--- src/rtl/cdb_arbiter_pkg.sv ---
// Shared CDB definitions: tag/data/RS widths, the free tag and producer indices.
// Optional stall counters (macro CDB_STALL_CNT_EN) use STALL_W bits per producer.
package cdb_arbiter_pkg;

  localparam int CDB_TAG_W   = 4;
  localparam int CDB_DATA_W  = 32;
  localparam int ALU_RS_W    = 3;
  localparam int CDB_NUM_REQ = 3;
  localparam int STALL_W     = 16;

  localparam logic [CDB_TAG_W-1:0] TAG_FREE = '0;

  localparam int SRC_ALU = 0;
  localparam int SRC_LSB = 1;
  localparam int SRC_BR  = 2;

  function automatic int ptr_width(input int n);
    return (n > 1) ? $clog2(n) : 1;
  endfunction

endpackage

--- src/rtl/cdb_arbiter_rr_arbiter.sv ---
// Combinational round-robin grant: first valid request at or above rr_ptr, wrapping.
// Also yields the pointer that follows the winner.
module rr_arbiter
  import cdb_arbiter_pkg::*;
#(
  parameter int NUM_REQ = CDB_NUM_REQ,
  localparam int PTR_W  = ptr_width(NUM_REQ)
) (
  input  logic [NUM_REQ-1:0] req_valid,
  input  logic [PTR_W-1:0]   rr_ptr,
  output logic [NUM_REQ-1:0] grant,
  output logic [PTR_W-1:0]   next_ptr
);

  int   idx;
  logic found;

  always_comb begin
    grant    = '0;
    next_ptr = rr_ptr;
    found    = 1'b0;
    idx      = 0;
    for (int k = 0; k < NUM_REQ; k++) begin
      idx = (int'(rr_ptr) + k) % NUM_REQ;
      if (!found && req_valid[idx]) begin
        found      = 1'b1;
        grant[idx] = 1'b1;
        next_ptr   = PTR_W'((idx + 1) % NUM_REQ);
      end
    end
  end

endmodule

--- src/rtl/cdb_arbiter.sv ---
// Round-robin CDB arbiter: combinational grant, broadcast registered one cycle later.
// Optional per-producer stall counters when CDB_STALL_CNT_EN is defined.
module cdb_arbiter
  import cdb_arbiter_pkg::*;
#(
  parameter int NUM_REQ = CDB_NUM_REQ,
  parameter int TAG_W   = CDB_TAG_W,
  parameter int DATA_W  = CDB_DATA_W,
  parameter int RS_W    = ALU_RS_W
) (
  input  logic                      clk,
  input  logic                      rst,
  input  logic                      flush,
  input  logic [NUM_REQ-1:0]        req_valid,
  input  logic [NUM_REQ*TAG_W-1:0]  req_tag,
  input  logic [NUM_REQ*DATA_W-1:0] req_data,
  input  logic [NUM_REQ*RS_W-1:0]   req_rsnum,
  output logic [NUM_REQ-1:0]        req_grant,
  output logic                      cdb_valid,
  output logic [NUM_REQ-1:0]        cdb_src,
  output logic [TAG_W-1:0]          cdb_tag,
  output logic [DATA_W-1:0]         cdb_data,
  output logic [RS_W-1:0]           cdb_rsnum
`ifdef CDB_STALL_CNT_EN
  ,
  output logic [NUM_REQ*STALL_W-1:0] stall_cnt
`endif
);

  localparam int PTR_W = ptr_width(NUM_REQ);

  logic [NUM_REQ-1:0] arb_grant;
  logic [PTR_W-1:0]   rr_ptr;
  logic [PTR_W-1:0]   next_ptr;
  logic [TAG_W-1:0]   sel_tag;
  logic [DATA_W-1:0]  sel_data;
  logic [RS_W-1:0]    sel_rsnum;

  rr_arbiter #(.NUM_REQ(NUM_REQ)) u_rr_arbiter (
    .req_valid (req_valid),
    .rr_ptr    (rr_ptr),
    .grant     (arb_grant),
    .next_ptr  (next_ptr)
  );

  assign req_grant = (rst || flush) ? '0 : arb_grant;

  // One-hot AND-OR select; no grant yields all zeros, i.e. the free tag.
  always_comb begin
    sel_tag   = TAG_FREE;
    sel_data  = '0;
    sel_rsnum = '0;
    for (int i = 0; i < NUM_REQ; i++) begin
      if (req_grant[i]) begin
        sel_tag   = sel_tag   | req_tag[i*TAG_W +: TAG_W];
        sel_data  = sel_data  | req_data[i*DATA_W +: DATA_W];
        sel_rsnum = sel_rsnum | req_rsnum[i*RS_W +: RS_W];
      end
    end
  end

  always_ff @(posedge clk) begin
    if (rst) begin
      cdb_valid <= 1'b0;
      cdb_src   <= '0;
      cdb_tag   <= TAG_FREE;
      cdb_data  <= '0;
      cdb_rsnum <= '0;
      rr_ptr    <= '0;
    end else begin
      cdb_valid <= |req_grant;
      cdb_src   <= req_grant;
      cdb_tag   <= sel_tag;
      cdb_data  <= sel_data;
      cdb_rsnum <= sel_rsnum;
      if (flush) begin
        rr_ptr <= '0;
      end else if (|req_grant) begin
        rr_ptr <= next_ptr;
      end
    end
  end

`ifdef CDB_STALL_CNT_EN
  // Counts cycles a producer waited; flush gating counts as waiting.
  always_ff @(posedge clk) begin
    for (int i = 0; i < NUM_REQ; i++) begin
      if (rst) begin
        stall_cnt[i*STALL_W +: STALL_W] <= '0;
      end else if (req_valid[i] && !req_grant[i] &&
                   (stall_cnt[i*STALL_W +: STALL_W] != {STALL_W{1'b1}})) begin
        stall_cnt[i*STALL_W +: STALL_W] <= stall_cnt[i*STALL_W +: STALL_W] + STALL_W'(1);
      end
    end
  end
`endif

endmodule
--- config.mk ---
export PLATFORM = sky130hd
export DESIGN_NAME = cdb_arbiter
export DESIGN_NICKNAME = d
export VERILOG_FILES = /design/src/rtl/cdb_arbiter_pkg.sv /design/src/rtl/cdb_arbiter_rr_arbiter.sv /design/src/rtl/cdb_arbiter.sv
export SDC_FILE = /design/constraint.sdc
export NUM_CORES = 1
export LEC_CHECK = 0
export BUFFER_PORTS_ARGS = -buffer_cell sky130_fd_sc_hd__buf_2
export CAP_MARGIN = 25
export CORE_MARGIN = 2
export CORE_UTILIZATION = 45
export DETAILED_ROUTE_END_ITERATION = 6
export GPL_TIMING_DRIVEN = 0
export PLACE_DENSITY_LB_ADDON = 0.15
export REMOVE_ABC_BUFFERS = 1
export SETUP_SLACK_MARGIN = 0.02
export SYNTH_ARGS = -nofsm -noshare
export SYNTH_HDL_FRONTEND = slang
export SYNTH_SLANG_ARGS = --single-unit
export TNS_END_PERCENT = 10
--- constraint.sdc ---
create_clock -name clk -period 7.71 [get_ports clk]
set_input_delay 0.771 -clock clk [delete_from_list [all_inputs] [get_ports clk]]
set_output_delay 0.771 -clock clk [all_outputs]
set_load 0.02 [all_outputs]
# [After elaboration in Yosys (flattened, before gate mapping)]
# Cells that the tools add are included.
[word_totals] output_inout_bits=46 regBits=45 input_bits=123 word_cells=76
[op_classes] magnitude_cmp=6 add_sub_neg=5 muxes=33 bitwise_logic=8 n_div=6 n_reduce_logical=12
[ops] op="remainder unit 32 x 3 -> 32 bit (second input constant)" n=5
[ops] op="adder 32 x 2 -> 32 bit (second input constant)" n=3
[ops] op=">= comparator 32 x 1 -> 1 bit (second input constant)" n=3
[ops] op="less-than comparator 32 x 4 -> 1 bit (second input constant)" n=3
[ops] op="two-way mux 32 bit" n=3
[ops] op="bitwise OR 32 bit" n=2
[ops] op="remainder unit 3 x 3 -> 32 bit (second input constant)" n=1
[ops] op="two-way mux 3 bit" n=7
[ops] op="two-way mux 4 bit" n=3
[ops] op="bitwise OR 3 bit" n=4
[ops] op="two-way mux 1 bit" n=11
[ops] op="bitwise OR 4 bit" n=2
[ops] op="binary-select mux 1 bit (select 2 bit)" n=3
[ops] op="demux 1 bit (select 2 bit)" n=3
[ops] op="two-way mux 2 bit" n=3
[ops] op="logical AND 1 bit" n=5
[ops] op="adder 2 x 1 -> 3 bit (second input constant)" n=1
[ops] op="adder 2 x 2 -> 3 bit (second input constant)" n=1
[ops] op="nonzero test 3 bit" n=1
[ops] op="OR reduction 3 bit" n=1
[ops] op="logical NOT 1 bit" n=2
[ops] op="AND reduction 2 bit" n=1
[ops] op="OR reduction 2 bit" n=1
[ops] op="logical OR 1 bit" n=1

# [Depth between registers and ports, before layout]
[depth] depth_word=17 depth_mapped=34 ltp_nobuf=31

# [Modules after synthesis]
# Synthesis repeated with hierarchy kept, for this count alone.
[hier_totals] hier_cells=193 hier_area_um2=2202.1
[modules_own_cells] mod="cdb_arbiter" seq_area_each_um2=900.9 area_each_um2=1929.4 instances=1 cells_each=159
[modules_own_cells] mod="rr_arbiter" seq_area_each_um2=0.0 area_each_um2=272.8 instances=1 cells_each=34

# [Worst setup path after synthesis]
# No wires, ideal clock.
[synth_path] kind="reg-to-reg" from="register rr_ptr[1]" to="register rr_ptr[1]" arrival_time_ns=6.332 slack_ns=1.263 stages_incl_launch_ff=35 path_buffers=3 path_cell_list="dfxtp_1 > inv_1 > ha_1 > buf_4 > nor2_4 > a22o_2 > nand2_1 > a21oi_1 > nor2_1 > a31oi_1 > ha_1 > clkbuf_4 > nand3_1 > or3_1 > a31oi_2 > a21oi_2 > mux2_4 > nand2_1 > nand2_1 > ha_1 > clkbuf_1 > a221oi_2 > xor2_1 > inv_1 > ha_1 > nor4_2 > o211ai_1 > a21oi_1 > xnor2_1 > ha_1 > nor4_1 > o211ai_1 > a221oi_2 > o31ai_1 > a31o_1"
[synth_between] elab_chain_cells=14
[synth_rtl] item="start, declared" line_no="cdb_arbiter.sv:33" rtl="logic [PTR_W-1:0] rr_ptr;"
[synth_rtl] item="start signal, assigned" line_no="cdb_arbiter.sv:79" rtl="rr_ptr <= next_ptr;"
[synth_rtl] item="parallel branches: the longest is 14 deep, another holds remainder unit 32 x 3 -> 32 bit"
# Parallel ways; which one is timed is not known. The select of a mux whose other input is x is not followed.
# A chain may end at the register's enable or synchronous reset.

# [Final worst setup path]
[layout_path] from="register rr_ptr[0]" to="register rr_ptr[1]"
# Same word-level chain as after synthesis.

==> impl_metrics.env <==
export IMPL_status="complete, but fails checks"
export IMPL_violations="DRC"
export IMPL_rows=30
export IMPL_clock_latency_ns=0.29
export IMPL_cts_hold_buf=0
export IMPL_final_util_pct=63.35
export IMPL_final_cell_mix="171 x buf_2, 58 x inv_1, 43 x dfxtp_1, 39 x a222oi_1, 15 x nor2_1"
export IMPL_relSlewSlack_pct=50.63
export IMPL_ys_warnings_count=0
export IMPL_antenna_left=0
export IMPL_antenna_found_initial=0
export IMPL_dominantRegCellSynth="dfxtp_1"
export IMPL_post_route_drc_count=4
export IMPL_htree_levels=2
export IMPL_fin_crit_sh_pct=91.30
export IMPL_synth_yosys_seq_area_share_pct=29.30
export IMPL_drt_iter0_drc=266
export IMPL_synthAdderAreaFrac_pct=6.512
export IMPL_avgSynthCellArea_um2=8.660
export IMPL_hold_ws_ns=0.5425
export IMPL_cp_max_fo=15
export IMPL_synth_edf_count=0
export IMPL_crit_top_cell="inv_1"
export IMPL_dieWidth_um=86.66
export IMPL_ctsLongestPathBuffers=2
export IMPL_grt_pass1_wl_um=14880
export IMPL_hold_viol_final=0
export IMPL_async_reset_ff_share_pct=0
export IMPL_grt_max_degree=17
export IMPL_wl_per_cell_um=15.40
export IMPL_overflow=0
export IMPL_grt_pass1_vias=3163
export IMPL_power_density_nw_per_um2=317.5
export IMPL_total_power_mw=1.351
export IMPL_finalClockSkew_ns=0.005326
export IMPL_synth_area_mux_share_pct=2.442
export IMPL_num_io_pins=169
export IMPL_cp_arrival_ns=7.23
export IMPL_avgViaCountPerCell=5.702
export IMPL_hold_path_class="flop to flop"
export IMPL_slowest_delay_ns=0.39
export IMPL_setup_violations=0
export IMPL_drv_cap=0
export IMPL_cts_tree="yes"
export IMPL_critical_path_endpoint_type="flop"
export IMPL_drive_above_1_share_pct=45.73
export IMPL_worstMarginPinSlew_ns=0.7366
export IMPL_slew_violations=0
export IMPL_cts_buffers=5
export IMPL_netlist_area_um2=3074
export IMPL_clock_sinks=45
export IMPL_dieArea_um2=7509
export IMPL_dp_hpwl_um=7404
export IMPL_synth_simple_area_share_pct=13.63
export IMPL_dr_total_vias=3461
export IMPL_path_clk_slew_ns=0.08
export IMPL_root_buffer="clkbuf_8"
export IMPL_start_util_pct=45.75
export IMPL_syn_to_final_growth_pct=38.46
export IMPL_track_usage_pct=24.32
export IMPL_coreArea_um2=6719
export IMPL_n_antenna_cell=0
export IMPL_synthCells=355
export IMPL_io_buffers=168
export IMPL_setup_tns_final_ns=0
export IMPL_ir_worst_vdd_mv=0.1882
export IMPL_yosys_area_share_xor_xnor_pct=4.721
export IMPL_synthDistinctLibCells=70
export IMPL_rsz0062_at_grt="false"
export IMPL_synth_top_family_by_area="compound AO/OA/AOI/OAI gates"
export IMPL_layout_min_cycle_time_ns=7.040
export IMPL_drt_first_pass_iters=7
export IMPL_layout_commonest_cell="buf_2"
export IMPL_ys_ff_latch=45
export IMPL_place_congestion=0.8572
export IMPL_critPathRequiredTime_ns=7.90
export IMPL_path_class="flop to flop"
export IMPL_nets=666
export IMPL_fmax_mhz=142.1
export IMPL_fp_dieH_um=86.66
export IMPL_p_leak_nw=2.278
export IMPL_cpMaxStageDelayCell="ha_2"
export IMPL_totalWireLength_um=9345
export IMPL_cp_start_kind="flop"
export IMPL_synth_compound_area_share_pct=32.80
## what timing repair did
action	in CTS	in global routing
resized for setup	2	12
endpoints found under the setup margin	2	2
pin swaps	0	2
buffers inserted	0	9
## per-layer routing
metal  wire, µm  track usage (%)  vias up
met2       4663            40.28      124
met3        815            8.476       13
met4        157            7.813        0
met5          0                0        -
met1       3709            29.55     1627
li1           -                -     1697
## power by group
group	internal, mW	switching, mW	leakage, nW
sequential	0.279	0.0141	0.370
clock	0.0942	0.0758	0.0540
combinational	0.385	0.504	1.85
total	0.757	0.594	2.28
## metrics by stage
step / worst slack [ns] / instances / cell area (µm²)
6_report: 0.6704 / 607 / 4257
5_1_grt: 0.06498 / 607 / 4257
4_1_cts: 0.04253 / 598 / 4124
3_5_place_dp: -0.2125 / 591 / 4008
3_3_place_gp: -3.128 / 581 / 3908
2_1_floorplan: -0.8554 / 333 / 2967
## registers in the layout, indices dropped and copies added, names as in the netlist
signal	count
cdb_data	32
cdb_tag	4
cdb_rsnum	3
cdb_src	3
rr_ptr	2
cdb_valid	1
## cell type report
class                      count  area, µm²
clock buffer                   5      68.82
clock inverter                 2      35.03
inverter                      58      217.7
sequential                    45      903.4
multi-input combinational    230       1941
fill                         599       2462
tap                           80      100.1
timing repair buffer         187      991.0
## worst paths after layout
path              from         to  slack (ns)  depth (start not counted)
max          rr_ptr[0]  rr_ptr[1]        0.67                         30
min          rr_ptr[0]  rr_ptr[0]        0.54                          2
max reg2reg  rr_ptr[0]  rr_ptr[1]        0.67                         30
min reg2reg  rr_ptr[0]  rr_ptr[0]        0.54                          2
## cell usage after synthesis (7+ instances only)
cell,number,area share (%)
dfxtp_1,45,29
nand3_1,11,1.8
ha_1,16,6.5
xnor2_1,7,2.0
clkbuf_1,13,1.6
nor3_1,12,2.0
nor2_1,15,1.8
inv_1,58,7.1
nand2_1,14,1.7
a222oi_1,39,13
a21oi_1,12,2.0
## worst max-delay path: cells and delay by family (launching register included)
family	cells	cell delay, ns
AO/OA/AOI/OAI	11	2.07
adder cells (fa/ha/maj)	5	1.46
AND/OR/NAND/NOR	6	1.22
multiplexers	2	0.72
buffers and inverters	4	0.67
XOR/XNOR	2	0.39
flip-flops	1	0.37
## cells by family (layout without fill, tap and decap cells)
group	after synthesis	count (layout)
adder cells (fa/ha/maj)	16	16
AND/OR/NAND/NOR	78	78
multiplexers	6	6
XOR/XNOR	14	14
AO/OA/AOI/OAI	116	116
buffers and inverters	80	252
flip-flops	45	45
Power figures use the tool's default switching activity.
